`config.mk`:
```
export PLATFORM = sky130hd
export DESIGN_NAME = output_flow_control
export DESIGN_NICKNAME = d
export VERILOG_FILES = /design/src/rtl/output_flow_control.sv
export SDC_FILE = /design/constraint.sdc
export NUM_CORES = 1
export LEC_CHECK = 0
export ABC_AREA = 1
export CORE_ASPECT_RATIO = 0.7
export CORE_MARGIN = 5
export CORE_UTILIZATION = 45
export DETAILED_ROUTE_END_ITERATION = 7
export PLACE_DENSITY = 0.88
export SYNTH_ARGS = -nofsm -noshare
export SYNTH_HDL_FRONTEND = slang
export SYNTH_SLANG_ARGS = --single-unit
```
`constraint.sdc`:
```
create_clock -name clk -period 1.85 [get_ports clk]
set_input_delay 0.37 -clock clk [delete_from_list [all_inputs] [get_ports clk]]
set_output_delay 0.37 -clock clk [all_outputs]
set_load 0.01 [all_outputs]
```
`src/rtl/output_flow_control.sv`:
```
// Output flow control stage: a one-entry output register between an upstream
// first-word-fall-through buffer and a downstream channel with full-style
// backpressure. It also tracks packet framing, flags framing errors and counts
// stall cycles.
//
// Handshake: a flit is transferred downstream in every cycle where val=1 and
// ret=0 (ret is "downstream full"). Upstream, buf_read=1 pops the head flit
// in the same cycle; buf_data is valid whenever buf_empty=0.
//
// dbg_state exposes the FSM encoding: 0 = IDLE, 1 = SEND, 2 = HOLD.
module output_flow_control #(
    parameter int FLIT_WIDTH = 34,
    parameter int CNT_WIDTH  = 16
) (
    input  logic                  clk,
    input  logic                  rst_n,
    input  logic                  buf_empty,
    input  logic [FLIT_WIDTH-1:0] buf_data,
    output logic                  buf_read,
    input  logic                  ret,
    output logic                  val,
    output logic [FLIT_WIDTH-1:0] data_out,
    output logic                  pkt_active,
    output logic                  proto_err,
    input  logic                  stall_clr,
    output logic [CNT_WIDTH-1:0]  stall_cnt,
    output logic [1:0]            dbg_state
);

    typedef enum logic [1:0] {
        IDLE = 2'd0,
        SEND = 2'd1,
        HOLD = 2'd2
    } state_t;

    localparam logic [1:0] TYPE_BODY   = 2'b00;
    localparam logic [1:0] TYPE_HEAD   = 2'b01;
    localparam logic [1:0] TYPE_TAIL   = 2'b10;
    localparam logic [1:0] TYPE_SINGLE = 2'b11;

    state_t                r_state;
    state_t                w_state_nxt;
    logic                  r_val;
    logic [FLIT_WIDTH-1:0] r_data;
    logic                  r_pkt_active;
    logic                  r_proto_err;
    logic [CNT_WIDTH-1:0]  r_stall_cnt;

    logic                  w_acc;
    logic                  w_stall;
    logic                  w_buf_read;
    logic [1:0]            w_type;
    logic                  w_seq_err;

    // A flit leaves when it is valid and downstream is not full; the register
    // refills when it is empty or draining this cycle. Reset blocks any pop.
    assign w_acc      = r_val & ~ret;
    assign w_stall    = r_val & ret;
    assign w_buf_read = rst_n & ~buf_empty & (~r_val | ~ret);
    assign w_type     = r_data[FLIT_WIDTH-1 -: 2];

    // Framing check on the flit currently being accepted
    always_comb begin
        w_seq_err = 1'b0;
        if (w_acc) begin
            case (w_type)
                TYPE_HEAD, TYPE_SINGLE: w_seq_err = r_pkt_active;
                default:                w_seq_err = ~r_pkt_active;
            endcase
        end
    end

    // FSM state register
    always_ff @(posedge clk or negedge rst_n) begin
        if (!rst_n) begin
            r_state <= IDLE;
        end else begin
            r_state <= w_state_nxt;
        end
    end

    // FSM next-state logic
    always_comb begin
        w_state_nxt = r_state;
        case (r_state)
            IDLE: begin
                if (w_buf_read) w_state_nxt = SEND;
            end
            SEND, HOLD: begin
                if (ret)             w_state_nxt = HOLD;
                else if (w_buf_read) w_state_nxt = SEND;
                else                 w_state_nxt = IDLE;
            end
            default: w_state_nxt = IDLE;
        endcase
    end

    // Output register: load on pop, drop on accept without refill, else hold
    always_ff @(posedge clk or negedge rst_n) begin
        if (!rst_n) begin
            r_val  <= 1'b0;
            r_data <= '0;
        end else if (w_buf_read) begin
            r_val  <= 1'b1;
            r_data <= buf_data;
        end else if (w_acc) begin
            r_val  <= 1'b0;
        end
    end

    // Packet tracking: head opens a packet, tail closes it, single leaves it
    always_ff @(posedge clk or negedge rst_n) begin
        if (!rst_n) begin
            r_pkt_active <= 1'b0;
        end else if (w_acc) begin
            if (w_type == TYPE_HEAD)      r_pkt_active <= 1'b1;
            else if (w_type == TYPE_TAIL) r_pkt_active <= 1'b0;
        end
    end

    // Sticky framing error; clear wins over a simultaneous error
    always_ff @(posedge clk or negedge rst_n) begin
        if (!rst_n) begin
            r_proto_err <= 1'b0;
        end else if (stall_clr) begin
            r_proto_err <= 1'b0;
        end else if (w_seq_err) begin
            r_proto_err <= 1'b1;
        end
    end

    // Saturating stall counter; clear wins over a simultaneous increment
    always_ff @(posedge clk or negedge rst_n) begin
        if (!rst_n) begin
            r_stall_cnt <= '0;
        end else if (stall_clr) begin
            r_stall_cnt <= '0;
        end else if (w_stall && (r_stall_cnt != {CNT_WIDTH{1'b1}})) begin
            r_stall_cnt <= r_stall_cnt + CNT_WIDTH'(1);
        end
    end

    assign buf_read   = w_buf_read;
    assign val        = r_val;
    assign data_out   = r_data;
    assign pkt_active = r_pkt_active;
    assign proto_err  = r_proto_err;
    assign stall_cnt  = r_stall_cnt;
    assign dbg_state  = r_state;

endmodule

```
==> impl_metrics.yaml <==
drt:
  wl_met1_um: 3048
  drc: 0
  vias: 2466
  drt_first_pass_iters: 4
  drt.antenna.violating_nets: 0
  drt_iter0_drc: 117
  top_layer_used: "met4"
  wl_met3_um: 712
  viasPerCell: 4.864
  wl_per_cell_um: 13.31
  dr_wl_met2_um: 2923
  drt-total-wl_um: 6747
grt:
  grt_usage: 0.1976
  grt_pass1_wl_um: 11620
  grt_overflow: 0
  antenna_found_initial: 0
  grt_pass1_vias: 2535
  grt_max_degree: 56
timing:
  whs_ps: 245.9
  tightest_slew_ps: 662.6
  rsz0062_at_grt: "false"
  setup_viol: 0
  fin_setup_tns_ps: 0
  fmax_ghz: 0.5700
  postLayoutSetupSlackWorst_ps: 95.47
  slew_headroom: 0.5583
  period_share: 0.9484
  finalHoldViolations: 0
  min_period_ps: 1755
  drv_slew: 0
  fin_worst_skew_ps: 8.894
cells_and_area:
  syn2layout_area_growth_pct: 44.44
  final_layout_size_suffix_gt1_frac: 0.07870
  final_util: 0.6656
  n_antenna_cell: 0
  final_nets: 475
floorplanning:
  num_io_pins: 95
  die_h_um: 73.75
  core_area_mm2: 0.005669
  dieArea_mm2: 0.007454
  start_util: 0.4608
  die_w_um: 101.1
  num_rows: 23
cts:
  clkLatencyLatePin_ps: 310
  cts_made_buffers: 5
  cts_setup_buffers: 0
  cts.htree.levels: 2
  post_cts_resize_count: 1
  cts_tree: "built"
  clk_pin_slew_ps: 100
  cts.sink_count: 55
  root_buffer: "clkbuf_8"
  clockBufferDepth: 2
  cts.hold.buffers_added: 0
setup_path:
  critPathMaxFanout: 6
  crit_type: "flop to output port"
  endpoint_kind: "output port"
  crit_required_ps: 1480
  crit_buf_inv: 1
  cpPeakStageDelay_ps: 590
  cp_top_family: "buffers and inverters"
  cpMaxStageDelayCell: "clkdlybuf4s50_1"
  path_cells: "clkdlybuf4s50_1"
  cp.arrival_ps: 1380
  critPathLaunchType: "flop"
logic_synthesis:
  synth_top_area_frac: 0.5268
  synthTopCellsByArea: "dfrtp_1 53%, nand2_1 24%, nand3_1 3.3%, inv_1 2.9%, nor2_1 2.6%"
  synth_seq_area_share: 0.5268
  yosys.area.top_type: "dfrtp_1"
  synth_area_per_cell_um2: 7.965
  ys_seq_elements: 55
  synth_area_mm2: 0.002613
  syn_inst: 328
  syn_nets: 372
  synth_cell_types: 25
  yosysWarnings: 0
placement:
  dpl.hpwl_um: 5127
  gp_congestion: 0.8938
  pre_cts_ws_ps: -94.16
  portBuffers: 94
status:
  status: "finished, final reports clean"
pwr:
  ir_worst_vdd_v: 0.0004790
  power_density_mw_per_mm2: 786.1
  finalPower_w: 0.002966
  leakage_nw: 1.864
job:
  drv_cap: 0
min_path:
  hold_path.class: "primary input to asynchronous set/reset pin"
-- metal layers --
metal | vias up | global-route usage
met2 | 93 | 0.2957
li1 | 1213 | -
met1 | 1152 | 0.2720
met3 | 8 | 0.07495
met5 | - | 0
met4 | 0 | 0.04867
-- synth_stat cells --
cell,n
buf_2,3
ha_1,5
inv_1,20
mux2_2,1
a211oi_1,1
nor3_2,1
inv_2,4
o21ai_0,1
dfrtp_1,55
nand2_2,3
nand3b_1,2
nand4_1,6
nor3_1,3
buf_1,2
nor2_8,1
clkbuf_1,2
nand2_1,166
a21oi_1,2
nand3_2,1
nor2_4,3
nand3_1,17
nor2_1,18
xor2_1,7
nor2_2,2
o21ai_1,2
-- layout by cell type, fill, tap and decap left out, drive strengths merged --
cell	count
nand3	18
nor3	4
mux2	1
dfrtp	55
buf	10
xor2	7
dlygate4sd2	1
nor2	24
nand4	6
clkinvlp	1
inv	25
a21oi	2
ha	5
nand3b	2
clkdlybuf4s50	92
clkbuf	6
a211oi	1
nand2	169
o21ai	3
-- registers in the layout (all words and copies together), names as in the netlist --
register    flops
data_out       34
stall_cnt      16
dbg_state       2
pkt_active      1
proto_err       1
val             1
-- through the flow --
step	cells	instance area [um2]
detailed placement	499	3680
global placement	499	3680
floorplan	328	2613
finish	507	3774
CTS	507	3767
global route	507	3774
-- final timing paths --
check / start / endpoint / slack, ps / depth (start not counted)
setup / recovery: stall_cnt[7] / stall_cnt[7] / 100 / 1
setup reg to reg: stall_cnt[1] / stall_cnt[3] / 180 / 10
hold / removal: rst_n / stall_cnt[8] / 250 / 2
max in group asynchronous: rst_n / stall_cnt[0] / 1130 / 2
min in group clk: rst_n / dbg_state[0] / 490 / 5
hold reg to reg: data_out[22] / data_out[22] / 500 / 2
-- cell families after synthesis --
family                   after synthesis  share of synthesized area
buffers and inverters                 31                    0.04598
adder cells (fa/ha/maj)                5                    0.02395
multiplexers                           1                   0.004310
AO/OA/AOI/OAI                          6                    0.01245
AND/OR/NAND/NOR                      223                     0.3630
flip-flops                            55                     0.5268
XOR/XNOR                               7                    0.02347
-- final cells by class --
cell class / count / area, um2
timing repair buffer: 103 / 1002
multi-input combinational: 242 / 1121
fill: 467 / 1896
inverter: 24 / 90.09
clock inverter: 2 / 16.27
clock buffer: 6 / 72.57
tap: 75 / 93.84
sequential: 55 / 1378
-- report_power, final --
group	switching (W)	internal (W)	total [W]	leakage (nW)
clock network	0.000396	0.000273	0.000669	0.0418
registers	0.000117	0.00136	0.00147	0.707
logic	0.000371	0.000454	0.000825	1.11
No activity file was read; power rests on OpenSTA's default activity.
==> RTL edit 1 (config.mk and constraints unchanged) <==
`CNT_WIDTH`: 16 -> 14.
--- a/src/rtl/output_flow_control.sv
+++ b/src/rtl/output_flow_control.sv
@@ -12,3 +12,3 @@
     parameter int FLIT_WIDTH = 34,
-    parameter int CNT_WIDTH  = 16
+    parameter int CNT_WIDTH  = 14
 ) (
Ports: changed (resized stall_cnt); port bits go from 95 to 93. The function was not compared with the original's and may differ.
==> RTL edit 1 against the unedited design <==
Clock power down 2%. Worst setup slack better by 0.022 ns. Synthesized area down 6.8%. Largest cell class unchanged. Cell area down 6.2%. Sequential cell count down 2. Wire length down 8.3%. Power down 1.9%. Final cell count down 6.9%. Via count down 7.5%.
==> RTL edit 1: results (changes against the unedited design) <==
----------------------------------------------------
[Yosys]
  Sequential-to-total area share from yosys stat ... 54.5% (+1.8 points)
  Avg Synthesized Cell Area ... 8.06 sq um (+1.2%)
  Net count after synthesis ... 346 (-7.0%)
  Ranking of synthesized cells by instance count ... nand2_1, dfrtp_1, nor2_1
  Distinct cell type count of the synthesized netlist ... 24 (-4.0%)
  Dominant cells by area after synthesis ... dfrtp_1, nand2_1, nand3_1, nor2_1, inv_1

[Placement]
  Place WS ... -0.134 ns (-0.0403 ns)
  Count of buffers inserted at the top-level ports ... 92 (-2.1%)
  Gpl congestion ... 0.903 (+1.0%)

[Finish]
  Fraction of layout instances using a drive strength above 1 ... 6.25% (-1.6 points)
  Sequential cell area in the final layout ... 1330 sq um (-3.7%)
  Final cell count without fillers ... 472 (-6.9%)
  Fillcell total ... 447 (-4.3%)
  Fin nets ... 444 (-6.5%)

[Worst setup path]
  End of the critical path ... stall_cnt[8]
  Start point of the critical path ... stall_cnt[8]

[Route]
  Vias after detailed routing ... 2282 (-7.5%)

[Timing]
  Rel. slew slack ... 55.2% (-0.63 points)
  Clock Skew ... 0.00732 ns (-0.00157 ns)
  Worst Hold Slack ... 0.221 ns (-0.0252 ns)

[GRT]
  Total track usage ... 18.5% (-1.3 points)
  First-pass GRT wire length ... 10.5 mm (-9.7%)

[Pwr]
  Worst supply voltage drop on vdd ... 0.522 mV (+8.9%)
  Reported leakage power ... 1.74 nW (-6.8%)

[Status]
  Run status ... finished, final reports clean

----------------------------------------------------
==> RTL edit 1: cell count changes after synthesis, moves of 2 or more <==
| cell | delta |
|---|---|
| nor2_1 | +2 |
| o21ai_1 | -2 |
| xor2_1 | -2 |
| inv_1 | -3 |
| nor2_2 | +2 |
| nand2_1 | -16 |
| nand3_1 | -2 |
| nor2_4 | -2 |
| inv_2 | -3 |
| a21oi_1 | +3 |
| dfrtp_1 | -2 |
==> RTL edit 1: kinds of logic (layout without fill, tap and decap cells) <==
logic type | Yosys count | after routing | synth area share, %
xor gates and xnor gates | 5 | 5 | 1.80
adders and majority gates | 5 | 5 | 2.57
AOI/OAI and AO/OA | 9 | 9 | 2.00
DFF | 53 | 53 | 54.5
and+or+nand+nor | 202 | 202 | 34.0
muxes | 1 | 1 | 0.462
buffers and inverters | 27 | 125 | 4.68
==> RTL edit 1: where the power goes <==
| part | total (W) | switching, W | internal, W |
|---|---|---|---|
| clock network | 0.000658 | 0.000360 | 0.000298 |
| registers | 0.00142 | 0.000109 | 0.00131 |
| logic | 0.000831 | 0.000377 | 0.000454 |
| total | 0.00291 | 0.000846 | 0.00206 |
==> RTL edit 1: cell type report <==
class / count / area share [%]
clock buffers: 7 / 2.44
repair buffers: 100 / 27.5
multi-input cells: 222 / 28.1
well taps: 72 / 2.55
inverters: 18 / 1.91
flip-flops and latches: 53 / 37.5
==> RTL edit 1: metal layers <==
layer | routed length, microns | global-route usage (%)
met1 | 2620 | 23.2
met3 | 672 | 8.27
met2 | 2870 | 29.2
met5 | 0 | 0
met4 | 19 | 5.38
==> RTL edit 1: timing repair <==
action	in CTS	in global routing
setup endpoints to repair	1	0
buffers inserted	0	0
resized for setup	1	0
==> RTL edit 2 (config.mk and constraints unchanged) <==
Made on the original files. Reset style: synchronous (`rst_n`), changed in 5 clocked blocks.
--- a/src/rtl/output_flow_control.sv
+++ b/src/rtl/output_flow_control.sv
@@ -73,3 +73,3 @@
     // FSM state register
-    always_ff @(posedge clk or negedge rst_n) begin
+    always_ff @(posedge clk) begin
         if (!rst_n) begin
@@ -98,3 +98,3 @@
     // Output register: load on pop, drop on accept without refill, else hold
-    always_ff @(posedge clk or negedge rst_n) begin
+    always_ff @(posedge clk) begin
         if (!rst_n) begin
@@ -111,3 +111,3 @@
     // Packet tracking: head opens a packet, tail closes it, single leaves it
-    always_ff @(posedge clk or negedge rst_n) begin
+    always_ff @(posedge clk) begin
         if (!rst_n) begin
@@ -121,3 +121,3 @@
     // Sticky framing error; clear wins over a simultaneous error
-    always_ff @(posedge clk or negedge rst_n) begin
+    always_ff @(posedge clk) begin
         if (!rst_n) begin
@@ -132,3 +132,3 @@
     // Saturating stall counter; clear wins over a simultaneous increment
-    always_ff @(posedge clk or negedge rst_n) begin
+    always_ff @(posedge clk) begin
         if (!rst_n) begin
Behaviour: differs if rst_n is asserted again (counterexample within 4 cycles, from zero or initial values and one cycle with rst_n low); with rst_n held inactive, the same outputs for 10 cycles.
==> RTL edit 2 against the unedited design <==
Wire length shrank 3.8%. Worst setup slack lost 0.020 ns. Cell area shrank 7.8%. Synthesized area shrank 9.3%. Sequential share of layout area shrank 4.9 points. Power shrank 20%. Sequential cell count is the same. Clock skew is essentially flat. Final cell count shrank 1.4%. Critical path type is now in -> out.
==> RTL edit 2: results (changes against the unedited design) <==
----------------------------------------------------
[Status]
  Run status ... finished, final reports clean

[Job]
  Number of violations of the max-capacitance limit ... 0 (unchanged)

[Finish]
  Fillcell total ... 449 (-3.9%)
  Multi-input logic area ... 1130 sq um (+0.45%)
  Largest register FFs ... 34 (unchanged)
  Fraction of layout instances using a drive strength above 1 ... 5.61% (-2.3 points)
  Number of antenna diodes ... 0 (unchanged)
  Count of buffers not belonging to the clock network in the layout ... 103 (unchanged)
  Fraction of area in non-clock buffers ... 29.0% (+2.5 points)
  Fin nets ... 471 (-0.84%)
  Proportion of cell area spent on the clock network ... 2.44% (+0.090 points)
  Invs w/o clock ... 18 (-25%)
  Clock buf count ... 6 (unchanged)
  Comb_multi_in ... 244 (+0.83%)
  Sequential cell area in the final layout ... 1100 sq um (-20%)

[GRT]
  Antenna violations before repair ... 0 (unchanged)
  First-pass GRT wire length ... 10.8 mm (-7.1%)
  Maximum number of pins on one net before global-route repair ... 39 (-30%)
  Via count of the first global-routing pass ... 2334 (-7.9%)
  Total track usage ... 18.7% (-1.0 points)

[Yosys]
  Number of synthesis warnings ... 0 (unchanged)
  Post-synth top flop ... dfxtp_1
  Ranking of synthesized cells by instance count ... nand2_1, dfxtp_1, nand3_1
  Proportion of synthesized flip-flops having asynchronous set or reset ... 0% (-100 points)
  Sequential-to-total area share from yosys stat ... 46.5% (-6.2 points)
  Dominant cells by area after synthesis ... dfxtp_1, nand2_1, nand3_1, nor2_1, a21oi_1
  Distinct cell type count of the synthesized netlist ... 22 (-12%)
  Net count after synthesis ... 376 (+1.1%)

[Placement]
  Count of buffers inserted at the top-level ports ... 94 (unchanged)
  Gpl congestion ... 0.921 (+3.0%)
  Detailed placer's ending HPWL ... 4.86 mm (-5.1%)

[Route]
  Vias after detailed routing ... 2443 (-0.93%)
  DR iter-0 viols ... 93 (-21%)
  Final wirelength ... 6.49 mm (-3.8%)
  TritonRoute pass-1 iters ... 5 (+1)

[Timing]
  Clock Skew ... 0.00934 ns (+0.000443 ns)
  Worst Hold Slack ... 0.465 ns (+0.220 ns)
  Worst-margin pin slew ... 0.389 ns (-0.273 ns)

[CTS]
  Master cell of the clock root buffer ... clkbuf_8
  Count of cells resized by post-cts repair ... 1 (unchanged)
  Clock latency on the worst-skew pair ... 0.30 ns
  Clock transition at the register clock pins on the worst setup and hold paths after CTS ... 0.08 ns (-0.02 ns)
  Setup bufs post-CTS ... 0 (unchanged)
  Clock sinks ... 55 (unchanged)
  Number of buffers between clock root and the deepest sink ... 2 (unchanged)
  Number of CTS-inserted buffers ... 5 (unchanged)
  H-tree Lvls ... 2 (unchanged)

[Worst setup path]
  Register-to-register path setup slack ... 0.17 ns
  Data arrival time of the critical path ... 1.40 ns (+0.02 ns)
  Critical Path Fanout Max ... 2 (-4)

[Min path]
  Worst min path class ... reg -> reg

[Pwr]
  Worst supply voltage drop on vdd ... 0.432 mV (-9.7%)
  Reported leakage power ... 1.43 nW (-23%)

----------------------------------------------------
-- RTL edit 2: cell count changes after synthesis, sizes merged, moves of 15 or more --
cell and change:
a21oi +15, dfrtp -55, dfxtp +55, nand2 -62
nand3 +36, nor2 +25
-- RTL edit 2: worst max-delay path, stage by stage --
cell and delay [ns]:
clkdlybuf4s50_1 0.49, nand2_1 0.08, nand3_2 0.08, clkinv_1 0.09
dlygate4sd2_1 0.29
-- RTL edit 2: power breakdown --
group	switching, W	total, W	internal (W)
clock network	0.000376	0.000642	0.000266
logic	0.000190	0.000430	0.000240
registers	0.0000385	0.00129	0.00125
total	0.000605	0.00236	0.00175
-- RTL edit 2: per-stage QoR --
stage,setup WS [ns],cells,power [W],TNS (ns),area [sq um]
finish,0.0757,500,0.00236,0,3480
CTS,0.0301,500,0.00237,0,3470
global route,0.00663,500,0.00247,0,3480
detailed placement,-0.168,492,0.00174,-1.51,3390
floorplan,0.420,332,0.00148,0,2370
global placement,-0.132,492,0.00173,-0.785,3390
-- RTL edit 2: cells by family (layout without fill, tap and decap cells) --
group                    count (synthesis)  after routing  synth area share (%)
AND/OR/NAND/NOR                        215            215                  39.3
AO/OA/AOI/OAI                           24             24                  5.39
adder cells (fa/ha/maj)                  5              5                  2.64
flip-flops                              55             55                  46.5
buffers and inverters                   33            129                  6.23
-- RTL edit 2: path summary, 6_finish.rpt --
kind                            depth (start not counted)            to          from
worst min register to register                          2  data_out[17]  data_out[17]
worst max-delay path                                    5      buf_read           ret
worst max register to register                          8  stall_cnt[5]  stall_cnt[0]
worst min-delay path                                    2  data_out[17]  data_out[17]
-- RTL edit 2: metal layers --
metal  track usage, %  part of all wire [%]
met1             22.9                    44
met2             32.4                    48
met3             4.53                   4.7
met4             6.85                   2.8
met5                0                     0
